==> src/rtl/multicycle_controller.sv <==
// Main control FSM for the multi-cycle RV32 core: sequences fetch/decode/execute/
// memory/write-back and drives datapath selects, write strobes and ALU control.
module multicycle_controller (
    input  logic       clk,
    input  logic       rst_n,
    input  logic [6:0] op,
    input  logic [2:0] funct3,
    input  logic       funct7_5,
    input  logic       zero,
    input  logic       mem_ready,
    output logic       mem_req,
    output logic       mem_write,
    output logic       adr_src,
    output logic       ir_write,
    output logic       pc_write,
    output logic       reg_write,
    output logic [1:0] alu_src_a,
    output logic [1:0] alu_src_b,
    output logic [1:0] result_src,
    output logic [2:0] alu_control,
    output logic       retire,
    output logic       illegal,
    output logic [3:0] state
);

    typedef enum logic [3:0] {
        S_FETCH    = 4'd0,
        S_DECODE   = 4'd1,
        S_MEMADR   = 4'd2,
        S_MEMREAD  = 4'd3,
        S_MEMWB    = 4'd4,
        S_MEMWRITE = 4'd5,
        S_EXECUTER = 4'd6,
        S_EXECUTEI = 4'd7,
        S_ALUWB    = 4'd8,
        S_BRANCH   = 4'd9,
        S_JAL      = 4'd10,
        S_LUI      = 4'd11,
        S_TRAP     = 4'd12
    } state_e;

    localparam logic [6:0] OP_LOAD   = 7'b0000011;
    localparam logic [6:0] OP_STORE  = 7'b0100011;
    localparam logic [6:0] OP_R      = 7'b0110011;
    localparam logic [6:0] OP_I      = 7'b0010011;
    localparam logic [6:0] OP_BRANCH = 7'b1100011;
    localparam logic [6:0] OP_JAL    = 7'b1101111;
    localparam logic [6:0] OP_LUI    = 7'b0110111;

    localparam logic [2:0] ALU_ADD = 3'b000;
    localparam logic [2:0] ALU_SUB = 3'b001;
    localparam logic [2:0] ALU_AND = 3'b010;
    localparam logic [2:0] ALU_OR  = 3'b011;
    localparam logic [2:0] ALU_XOR = 3'b100;
    localparam logic [2:0] ALU_SLT = 3'b101;
    localparam logic [2:0] ALU_SLL = 3'b110;
    localparam logic [2:0] ALU_SRL = 3'b111;

    state_e state_q, state_d;
    state_e decode_next;
    logic   illegal_q, illegal_d;
    logic   mem_req_raw, mem_write_raw, ir_write_raw, pc_write_raw, reg_write_raw, retire_raw;
    logic [2:0] funct_alu;

    // Opcode/funct legality check for the DECODE dispatch.
    always_comb begin
        decode_next = S_TRAP;
        case (op)
            OP_LOAD, OP_STORE: decode_next = (funct3 == 3'b010) ? S_MEMADR : S_TRAP;
            OP_R:              decode_next = (funct3 != 3'b011) ? S_EXECUTER : S_TRAP;
            OP_I:              decode_next = (funct3 != 3'b011) ? S_EXECUTEI : S_TRAP;
            OP_BRANCH:         decode_next = (funct3 == 3'b000 || funct3 == 3'b001) ? S_BRANCH : S_TRAP;
            OP_JAL:            decode_next = S_JAL;
            OP_LUI:            decode_next = S_LUI;
            default:           decode_next = S_TRAP;
        endcase
    end

    always_comb begin
        state_d = state_q;
        case (state_q)
            S_FETCH:    if (mem_ready) state_d = S_DECODE;
            S_DECODE:   state_d = decode_next;
            S_MEMADR:   state_d = (op == OP_STORE) ? S_MEMWRITE : S_MEMREAD;
            S_MEMREAD:  if (mem_ready) state_d = S_MEMWB;
            S_MEMWB:    state_d = S_FETCH;
            S_MEMWRITE: if (mem_ready) state_d = S_FETCH;
            S_EXECUTER, S_EXECUTEI, S_JAL, S_LUI: state_d = S_ALUWB;
            S_ALUWB, S_BRANCH: state_d = S_FETCH;
            S_TRAP:     state_d = S_TRAP;
            default:    state_d = S_FETCH;
        endcase
        illegal_d = illegal_q | (state_d == S_TRAP);
    end

    // NOTE: sequential state uses non-blocking assignments so every flop samples pre-edge values.
    always_ff @(posedge clk) begin
        if (!rst_n) begin
            state_q   <= S_FETCH;
            illegal_q <= 1'b0;
        end else begin
            state_q   <= state_d;
            illegal_q <= illegal_d;
        end
    end

    always_comb begin
        funct_alu = ALU_ADD;
        case (funct3)
            3'b000:  funct_alu = (state_q == S_EXECUTER && funct7_5) ? ALU_SUB : ALU_ADD;
            3'b001:  funct_alu = ALU_SLL;
            3'b010:  funct_alu = ALU_SLT;
            3'b100:  funct_alu = ALU_XOR;
            3'b101:  funct_alu = ALU_SRL;
            3'b110:  funct_alu = ALU_OR;
            3'b111:  funct_alu = ALU_AND;
            default: funct_alu = ALU_ADD;
        endcase
    end

    // NOTE: every output gets a default first so no path through the case infers a latch.
    always_comb begin
        mem_req_raw   = 1'b0;
        mem_write_raw = 1'b0;
        ir_write_raw  = 1'b0;
        pc_write_raw  = 1'b0;
        reg_write_raw = 1'b0;
        retire_raw    = 1'b0;
        adr_src       = 1'b0;
        alu_src_a     = 2'b00;
        alu_src_b     = 2'b00;
        result_src    = 2'b00;
        alu_control   = ALU_ADD;
        case (state_q)
            S_FETCH: begin
                mem_req_raw  = 1'b1;
                alu_src_b    = 2'b10;
                result_src   = 2'b10;
                ir_write_raw = mem_ready;
                pc_write_raw = mem_ready;
            end
            S_DECODE: begin
                alu_src_a = 2'b01;
                alu_src_b = 2'b01;
            end
            S_MEMADR: begin
                alu_src_a = 2'b10;
                alu_src_b = 2'b01;
            end
            S_MEMREAD: begin
                mem_req_raw = 1'b1;
                adr_src     = 1'b1;
            end
            S_MEMWB: begin
                result_src    = 2'b01;
                reg_write_raw = 1'b1;
                retire_raw    = 1'b1;
            end
            S_MEMWRITE: begin
                mem_req_raw   = 1'b1;
                mem_write_raw = 1'b1;
                adr_src       = 1'b1;
                retire_raw    = mem_ready;
            end
            S_EXECUTER: begin
                alu_src_a   = 2'b10;
                alu_control = funct_alu;
            end
            S_EXECUTEI: begin
                alu_src_a   = 2'b10;
                alu_src_b   = 2'b01;
                alu_control = funct_alu;
            end
            S_ALUWB: begin
                reg_write_raw = 1'b1;
                retire_raw    = 1'b1;
            end
            S_BRANCH: begin
                alu_src_a    = 2'b10;
                alu_control  = ALU_SUB;
                pc_write_raw = (funct3 == 3'b000) ? zero : (funct3 == 3'b001) ? ~zero : 1'b0;
                retire_raw   = 1'b1;
            end
            S_JAL: begin
                alu_src_a    = 2'b01;
                alu_src_b    = 2'b10;
                pc_write_raw = 1'b1;
            end
            S_LUI: begin
                alu_src_a = 2'b11;
                alu_src_b = 2'b01;
            end
            default: ;
        endcase
    end

    // Strobes are held off combinationally while reset is asserted.
    assign mem_req   = mem_req_raw   & rst_n;
    assign mem_write = mem_write_raw & rst_n;
    assign ir_write  = ir_write_raw  & rst_n;
    assign pc_write  = pc_write_raw  & rst_n;
    assign reg_write = reg_write_raw & rst_n;
    assign retire    = retire_raw    & rst_n;
    assign illegal   = illegal_q;
    assign state     = state_q;

endmodule

==> config.mk <==
export PLATFORM = sky130hd
export DESIGN_NAME = multicycle_controller
export DESIGN_NICKNAME = d
export VERILOG_FILES = /design/src/rtl/multicycle_controller.sv
export SDC_FILE = /design/constraint.sdc
export NUM_CORES = 1
export LEC_CHECK = 0
export BUFFER_PORTS_ARGS = -buffer_cell sky130_fd_sc_hd__clkbuf_2
export CAP_MARGIN = 20
export CELL_PAD_IN_SITES_DETAIL_PLACEMENT = 1
export CELL_PAD_IN_SITES_GLOBAL_PLACEMENT = 1
export CORE_MARGIN = 5
export CORE_UTILIZATION = 32
export CTS_BUF_LIST = sky130_fd_sc_hd__clkbuf_16
export DETAILED_ROUTE_END_ITERATION = 8
export MAX_ROUTING_LAYER = met4
export PLACE_DENSITY = 0.92
export SKIP_CTS_REPAIR_TIMING = 1
export SYNTH_ARGS = -nofsm -noshare
export SYNTH_HDL_FRONTEND = slang
export SYNTH_SLANG_ARGS = --single-unit
==> constraint.sdc <==
create_clock -name clk -period 3.7 [get_ports clk]
set_input_delay 0 -clock clk [delete_from_list [all_inputs] [get_ports clk]]
set_output_delay 0 -clock clk [all_outputs]
set_load 0.01 [all_outputs]
* Word level (Yosys, flattened, before mapping) *
Index checks and enable logic that the tools add are counted.

operators by class
  muxes and demuxes = 25
  equality and inequality tests = 27
  bitwise gates (word level) = 8
  reduce and logical (&&, ||, !) cells = 15

operator list
  cell                                                  number
  one-hot mux 4 bit (7 select lines)                    1
  equality test 4 bit (second input constant)           6
  two-way mux 4 bit                                     6
  one-hot mux 4 bit (6 select lines)                    1
  equality test 7 x 6 -> 1 bit (second input constant)  3
  one-hot mux 3 bit (7 select lines)                    1
  equality test 4 x 3 -> 1 bit (second input constant)  4
  equality test 7 bit (second input constant)           2
  equality test 3 bit (second input constant)           4
  OR reduction 2 bit                                    6
  OR reduction 4 bit                                    3
  equality test 4 x 2 -> 1 bit (second input constant)  2
  two-way mux 1 bit                                     8
  one-hot mux 2 bit (2 select lines)                    2
  equality test 7 x 2 -> 1 bit (second input constant)  1
  equality test 7 x 5 -> 1 bit (second input constant)  1
  bitwise AND 1 bit                                     6
  two-way mux 3 bit                                     2
  one-hot mux 2 bit (3 select lines)                    1
  one-hot mux 3 bit (2 select lines)                    1
  OR reduction 3 bit                                    2
  equality test 4 x 1 -> 1 bit (second input constant)  1
  zero test 4 bit                                       1
  equality test 3 x 1 -> 1 bit (second input constant)  1
  9 further kinds                                       9

storage, ports and cells
  flip-flop bits (word level) = 5
  input port bits = 15
  output and inout bits = 21
  logic and storage cells = 77

* Depth between registers and ports, before layout *
Gate-level depths: netlist of the first run.

  depth in word-level cells = 7
  depth in mapped cells = 7

* Worst setup path after synthesis of the first run *
Ideal clock, no wire load.

  path kind = flip-flop to flip-flop
  start = reg state_q[3] (netlist: state[3])
  end = reg illegal_q (netlist: illegal)
  arrival time = 1509 ps
  path slack = 2074 ps
  cell stages (with the launch flop) = 7
  required time = 3583 ps
  library setup time = 117 ps
  buffers on the path = 1
  clock period less this slack = 1626 ps
  path through = dfxtp_1 > clkbuf_1 > nand2b_1 > a21boi_0 > o221ai_1 > nor2_1 > a32o_1

between the ends
  longest elaborated chain between the ends = 5
  elaborated cells between the ends (all ways) = 17
  classes of those cells = 10 x eq/ne; 4 x mux; 1 x bitwise; 2 x reduce/logical

ends and longest elaborated chain
  item                                                                 RTL line  RTL
  start, declared                                                      59        state_e state_q, state_d;
  start signal, assigned                                               102       state_q <= state_d;
  equality test 4 x 3 -> 1 bit or equality test 4 bit (tied branches)  81        case (state_q)
  OR reduction 4 bit                                                   81
  one-hot mux 4 bit (7 select lines) (*)                               81
  equality test 4 bit (*)                                              93        illegal_d = illegal_q | (state_d == S_TRAP);
  OR 1 bit (*)                                                         93
  end signal, assigned                                                 103       illegal_q <= illegal_d;
  end, declared                                                        61        logic illegal_q, illegal_d;

Every way passes the cells marked *; elsewhere a longest branch is shown, timed or not.
A chain may end at the register's enable or synchronous reset.

* Worst setup path after layout of the first run *
  start = reg state_q[2] (netlist: state[2])
  end = reg illegal_q (netlist: illegal)

The elaborated chain is that of the path after synthesis.

==> results of run 1 <==
-- worst min-delay path by stage --
stage	endpoint	slack, ps	from	cells after the start
after global placement	illegal$_SDFF_PN0_	340	rst_n	2
after CTS	illegal$_SDFF_PN0_	130	rst_n	2
after detailed placement	illegal$_SDFF_PN0_	350	rst_n	2
after global routing	illegal$_SDFF_PN0_	140	rst_n	2
after floorplan	reg_write	90	rst_n	2
final	illegal$_SDFF_PN0_	130	rst_n	2
-- power breakdown --
group	total (mW)	switching, mW	leakage, nW	internal [mW]
registers	0.0788	0.0198	0.0407	0.0590
logic	0.127	0.0755	0.370	0.0517
clock network	0.179	0.0388	0.0423	0.140
total	0.385	0.134	0.453	0.251
-- cells in the final DEF (no fill, tap or decap), types with 2 or more instances in the layout --
master,count
nand3_1,3
a21oi_1,7
dfxtp_1,5
nor2b_1,6
nor4_1,3
clkbuf_2,35
a31oi_1,3
nand2b_1,3
xnor2_1,3
nand3b_1,2
o21ai_1,4
o31ai_1,2
and3_1,2
nor3_1,6
o21ai_0,9
nand2_1,15
or3_1,2
o2111ai_1,2
clkbuf_16,3
inv_1,6
nor2_1,15
-- worst max-delay path, stage by stage (launching register included) --
cell      delay (ps)
dfxtp_1          800
nor2b_1          350
a21boi_0         140
o221ai_1         360
nor2_1           130
a32o_1           280
-- cell type report --
type | instances | area (µm²)
fillers | 335 | 1244
flip-flops and latches | 5 | 100.1
clock inverters | 1 | 3.754
repair buffers | 35 | 175.2
clock buffers | 3 | 75.07
well taps | 28 | 35.03
inverters | 5 | 18.77
multi-input cells | 104 | 603.1
-- stage by stage --
| stage | power (mW) | setup slack [ps] |
|---|---|---|
| 2_1_floorplan | 0.1528 | 2074 |
| 3_3_place_gp | 0.1960 | 1786 |
| 3_5_place_dp | 0.2054 | 1616 |
| 4_1_cts | 0.3853 | 1529 |
| 5_1_grt | 0.4033 | 1380 |
| 6_report | 0.3851 | 1528 |
-- flip-flops by register name, summed over array words and instances (netlist names) --
signal / count
illegal: 1
state: 4
-- kinds of logic (layout without fill, tap and decap cells) --
kind of cell | after synthesis | count (layout) | share of synthesized area
AO/OA/AOI/OAI | 36 | 36 | 0.3049
XOR/XNOR | 4 | 4 | 0.04591
buffers and inverters | 14 | 44 | 0.07869
flip-flops | 5 | 5 | 0.1312
multiplexers | 2 | 2 | 0.02787
AND/OR/NAND/NOR | 62 | 62 | 0.4115
-- routing by layer --
layer,track usage,vias to the layer above
met3,0.01535,2
met4,0.04854,0
met2,0.3202,42
met1,0.2042,480
met5,-,-
li1,-,511
==> results.md, run 1 <==
- Worst r2r dst: illegal$_SDFF_PN0_
- Routed met1 length: 1.230 mm
- H-tree Lvls: 1
- Static leakage: around 0.45 nW
- Via count: between 1000 and 1500
- Unrepaired setup endpoints after global routing: no
- Number of antenna violations at the first check in global routing: 0
- Outcome: finished clean
- Num Clock Sinks: 5
- Flip-flop and latch count after synthesis: 5
- Sequential element share of the synthesized area: 0.1311
- Detailed Route Iter0 Violations: 36
- Cell Count Post-Placement: around 180
- FF-to-FF path depth: 5
- First-pass iteration count of the detailed router: 4
- Worst Path Required: ~3800 ps
- Synthesized net count: 138
- HP Class: in2reg
- NumNets Final: approximately 170
- Number of global-route vias before repair: 1019
- Post-DP Area: between 900 and 1000 µm²
- Starting Density: 0.3385
- Largest buffer count on any clock path: 2
- Height of the die: slightly below 60 µm
- Fin area: approximately 1000 µm²
- Antenna Violating Nets Remaining: 0
- DRC Markers: 0
- Count of port buffers added during placement: 35
- HPWL reported at the end of detailed placement: 2.198 mm
- Endpoint arrival time on the critical path: between 2000 and 2500 ps
- Met3 Routed Length: around 160 µm
- Origin of the worst setup path: state[2]$_SDFF_PN0_
- Synth top area share: 0.1311
- EDFF count, synth: 0
- Final Instance Count excl. Fillers: roughly 180
- Area of the placeable core: 2255 µm²
- Final number of max-transition violations: 0
- Mapped Area: between 700 and 800 µm²
- Average routed wire per standard cell: roughly 16 µm
- Category of the critical setup timing path: reg2reg
- End-of-flow core utilization: 0.4484
- Horiz. Die Dim: between 50 and 60 µm
- Cells taking the most area after synthesis: dfxtp_1 13%, nand2_1 7.4%, nor2_1 7.4%
- Worst clock skew on the final layout: around 0.40 ps
- Power per unit of standard cell area: 380.9 nW/µm²
- Growth of design area from synthesis to finish: 32.46%
- Total track usage: 0.1762
- Sum of negative setup slack: 0 ps
- Cell taking the most area after synthesis: dfxtp_1
- Number of antenna repair diodes: 0
- Total setup violations reported at the end of the flow: 0
- Minimum clock period after layout: approximately 2200 ps
- Headroom to the max-slew limit: 0.4981
- CTS tree: built
- Most instantiated flip-flop cell in the synthesis netlist: dfxtp_1
- Detail Route met2 WL: roughly 1.5 mm
- Rows: 17
- FMAX: between 400 and 500 MHz
- Worst-margin pin slew: about 750 ps
- GR Overflow Total: 0
- Post-synthesis average cell area: 6.205 µm²
- Reg-to-reg critical path startpoint: state[2]$_SDFF_PN0_
- Period utilisation layout: 0.5870
- Io pins: 36
- Root cell of the clock tree: clkbuf_16
- Number of different library cells in the post-synthesis netlist: 39
- Count of warnings emitted by yosys: 0
- Clock transition at path regs: roughly 30 ps
- Proportion of register bits with asynchronous set or reset after synthesis: 0
- Setup slack of the worst register-to-register path: 1530 ps
- Post-Synthesis Cells: 123
- Weighted congestion at the end of routability-driven global placement: approximately 0.82
- Area of the die: 3462 µm²
- First-pass GRT wire length: 4.671 mm
- Number of buffers created by CTS: 3
- Biggest fanout along the worst timing path: 24
- Startpoint class of the critical path: flip-flop
- Worst VDD drop: between 0.0002 and 0.0003 V
- Clock latency of the later-clocked register in the worst-skew pair: about 230 ps
- Post-route worst hold slack: approximately 130 ps
- Share of layout cells above drive strength 1: 0.2549
- Max layer used: met4
- List of most frequent post-synthesis cells: 15 x nand2_1, 15 x nor2_1, 9 x o21ai_0
- Number of failing hold endpoints at the final stage: 0
- Avg Vias per Cell: around 5.7
- Critical path endpoint: illegal$_SDFF_PN0_
- Maximum Capacitance Violations: 0
- Endpoint type of the worst setup path: flip-flop
- Maximum number of pins on one net before global-route repair: 25
- Wire length after detailed routing: a little under 3 mm
(Power assumes the default switching activity.)
==> run 2, diff against run 1 <==
Settings changed: CORE_UTILIZATION 32 to 30, PLACE_DENSITY 0.92 to 0.88.
Clock period 3.7 ns to 2.05 ns, I/O delays scaled along.
==> results.md, run 2 (synthesis gave the netlist of run 1 again) <==
- Outcome: finished clean
- Total Power: ~700 µW
- Category of the critical setup timing path: reg2reg
- Worst VDD drop: about 0.00057 V
- Launch point of the worst hold path: rst_n
- Area of the die: 3653 µm²
- Number of failing hold endpoints at the final stage: 0
- Max layer used: met4
- NumNets Final: approximately 170
- Worst Path Required: about 2200 ps
- Biggest fanout along the worst timing path: 15
- Detail Route met2 WL: roughly 1.4 mm
- Area of the placeable core: approximately 2500 µm²
- Period utilisation layout: 0.9256
- Commonest non-fill, non-tap cell in the layout: clkbuf_2
- Post-DP Area: 964.7 µm²
- Number of buffers created by CTS: 3
- Weighted congestion at the end of routability-driven global placement: about 0.91
- Fin area: 1044 µm²
- Clock latency of the later-clocked register in the worst-skew pair: between 200 and 250 ps
- Worst-margin pin slew: roughly 570 ps
- H-tree Lvls: 1
- Average routed wire per standard cell: 15.73 µm
- Sum of negative setup slack: 0 ps
- Most frequent cells in the layout: 35 x clkbuf_2, 15 x nor2_1, 15 x nand2_1, 9 x o21ai_0, 7 x a21oi_1
- Starting Density: 0.3109
- Root cell of the clock tree: clkbuf_16
- Dpl ws: 220.7 ps
- First-pass iteration count of the detailed router: 4
- Minimum clock period after layout: approximately 1900 ps
- Total setup violations reported at the end of the flow: 0
- FMAX: ~530 MHz
- Count of port buffers added during placement: 35
- Fraction of power consumed by the clock network: 0.462
- Io pins: 36
- Via count: roughly 1000
- Final-layout fill cell count: around 340
- Detailed Route Iter0 Violations: 27
- Cell depth of the worst min-delay path: 2
- Rows: 18
- Share of total power consumed by net switching: 0.3416
- Unrepaired setup endpoints after global routing: no
- Routed met1 length: 1.328 mm
- Antenna Violating Nets Remaining: 0
- Combinational fraction of design power: 0.362
- Number of global-route vias before repair: approximately 1000
- HPWL reported at the end of detailed placement: 2.188 mm
- Origin of the worst setup path: state[2]$_SDFF_PN0_
- CTS tree: built
- Final number of max-transition violations: 0
- Met3 Routed Length: between 150 and 200 µm
- Register area: 100.1 µm²
- GR Overflow Total: 0
- FF-to-FF path depth: 5
- Switching power total: roughly 240 µW
- Largest register FFs: 4
- HP Class: in2reg
- Total track usage: 0.1792
- Height of the die: approximately 60 µm
- Reg-to-reg critical path startpoint: state[2]$_SDFF_PN0_
- Avg Vias per Cell: 5.604
- Number of antenna repair diodes: 0
- Headroom to the max-slew limit: 0.6151
- Area of the multi-input gates: a little over 600 µm²
- Sequential group share of total power: 0.176
- Horiz. Die Dim: a little over 60 µm
- Static leakage: approximately 0.47 nW
- Endpoint type of the worst setup path: flip-flop
- Number of antenna violations at the first check in global routing: 0
- Worst Slack Setup Final: 152.5 ps
- Largest buffer count on any clock path: 2
- Startpoint class of the critical path: flip-flop
- Growth of design area from synthesis to finish: 36.72%
- Worst clock skew on the final layout: a little under 0.9 ps
- First-pass GRT wire length: ~4.8 mm
- End-of-flow core utilization: 0.4251
- DRC Markers: 0
- Num Clock Sinks: 5
- Wire length after detailed routing: approximately 3 mm
- Internal power: between 400 and 500 µW
- Share of layout cells above drive strength 1: 0.2739
- Maximum Capacitance Violations: 0
- Maximum number of pins on one net before global-route repair: 21
- Clock transition at path regs: 30 ps
- Power per unit of standard cell area: 671.8 nW/µm²
- Endpoint arrival time on the critical path: 2010 ps
## run 2: cell types whose count changed in the layout (fill, tap and decap cells not counted), sizes merged
cell  change
buf       +4
## run 2: cell type report
type / count / share of cell area
multi-input cells: 104 / 0.5779
repair buffers: 39 / 0.1966
flip-flops and latches: 5 / 0.09592
clock buffers: 3 / 0.07194
well taps: 30 / 0.03597
inverters: 5 / 0.01799
clock inverters: 1 / 0.003597
## run 2: worst max-delay path, cell delays in order, from the launching register on
cell	delay, ps
dfxtp_1	610
nor2b_1	300
a21boi_0	120
o221ai_1	340
nor2_1	130
a32o_1	280
## run 2: layer usage
layer,up-vias,GRT usage
met5,-,-
met4,0,0.08359
met3,6,0.02553
met2,32,0.2824
met1,494,0.2252
li1,516,-
## run 2: per-stage QoR
stage | hold slack [ps] | instances
2_1_floorplan | 90.87 | 123
3_3_place_gp | 344.5 | 183
3_5_place_dp | 375.3 | 183
6_report | 142.2 | 187
5_1_grt | 156.3 | 187
4_1_cts | 142.8 | 187
## run 2: final timing paths
check                            end  slack [ps]
setup / recovery  illegal$_SDFF_PN0_         150
hold / removal    illegal$_SDFF_PN0_         140
setup reg to reg  illegal$_SDFF_PN0_         150
hold reg to reg   illegal$_SDFF_PN0_         500
## run 2: power groups by stage
stage	Sequential (mW)	Clock, mW	Combinational, mW
4_1_cts	0.123	0.324	0.256
5_1_grt	0.125	0.334	0.281
2_1_floorplan	0.119	0	0.157
3_5_place_dp	0.123	0	0.253
3_3_place_gp	0.122	0	0.244
6_report	0.123	0.324	0.253
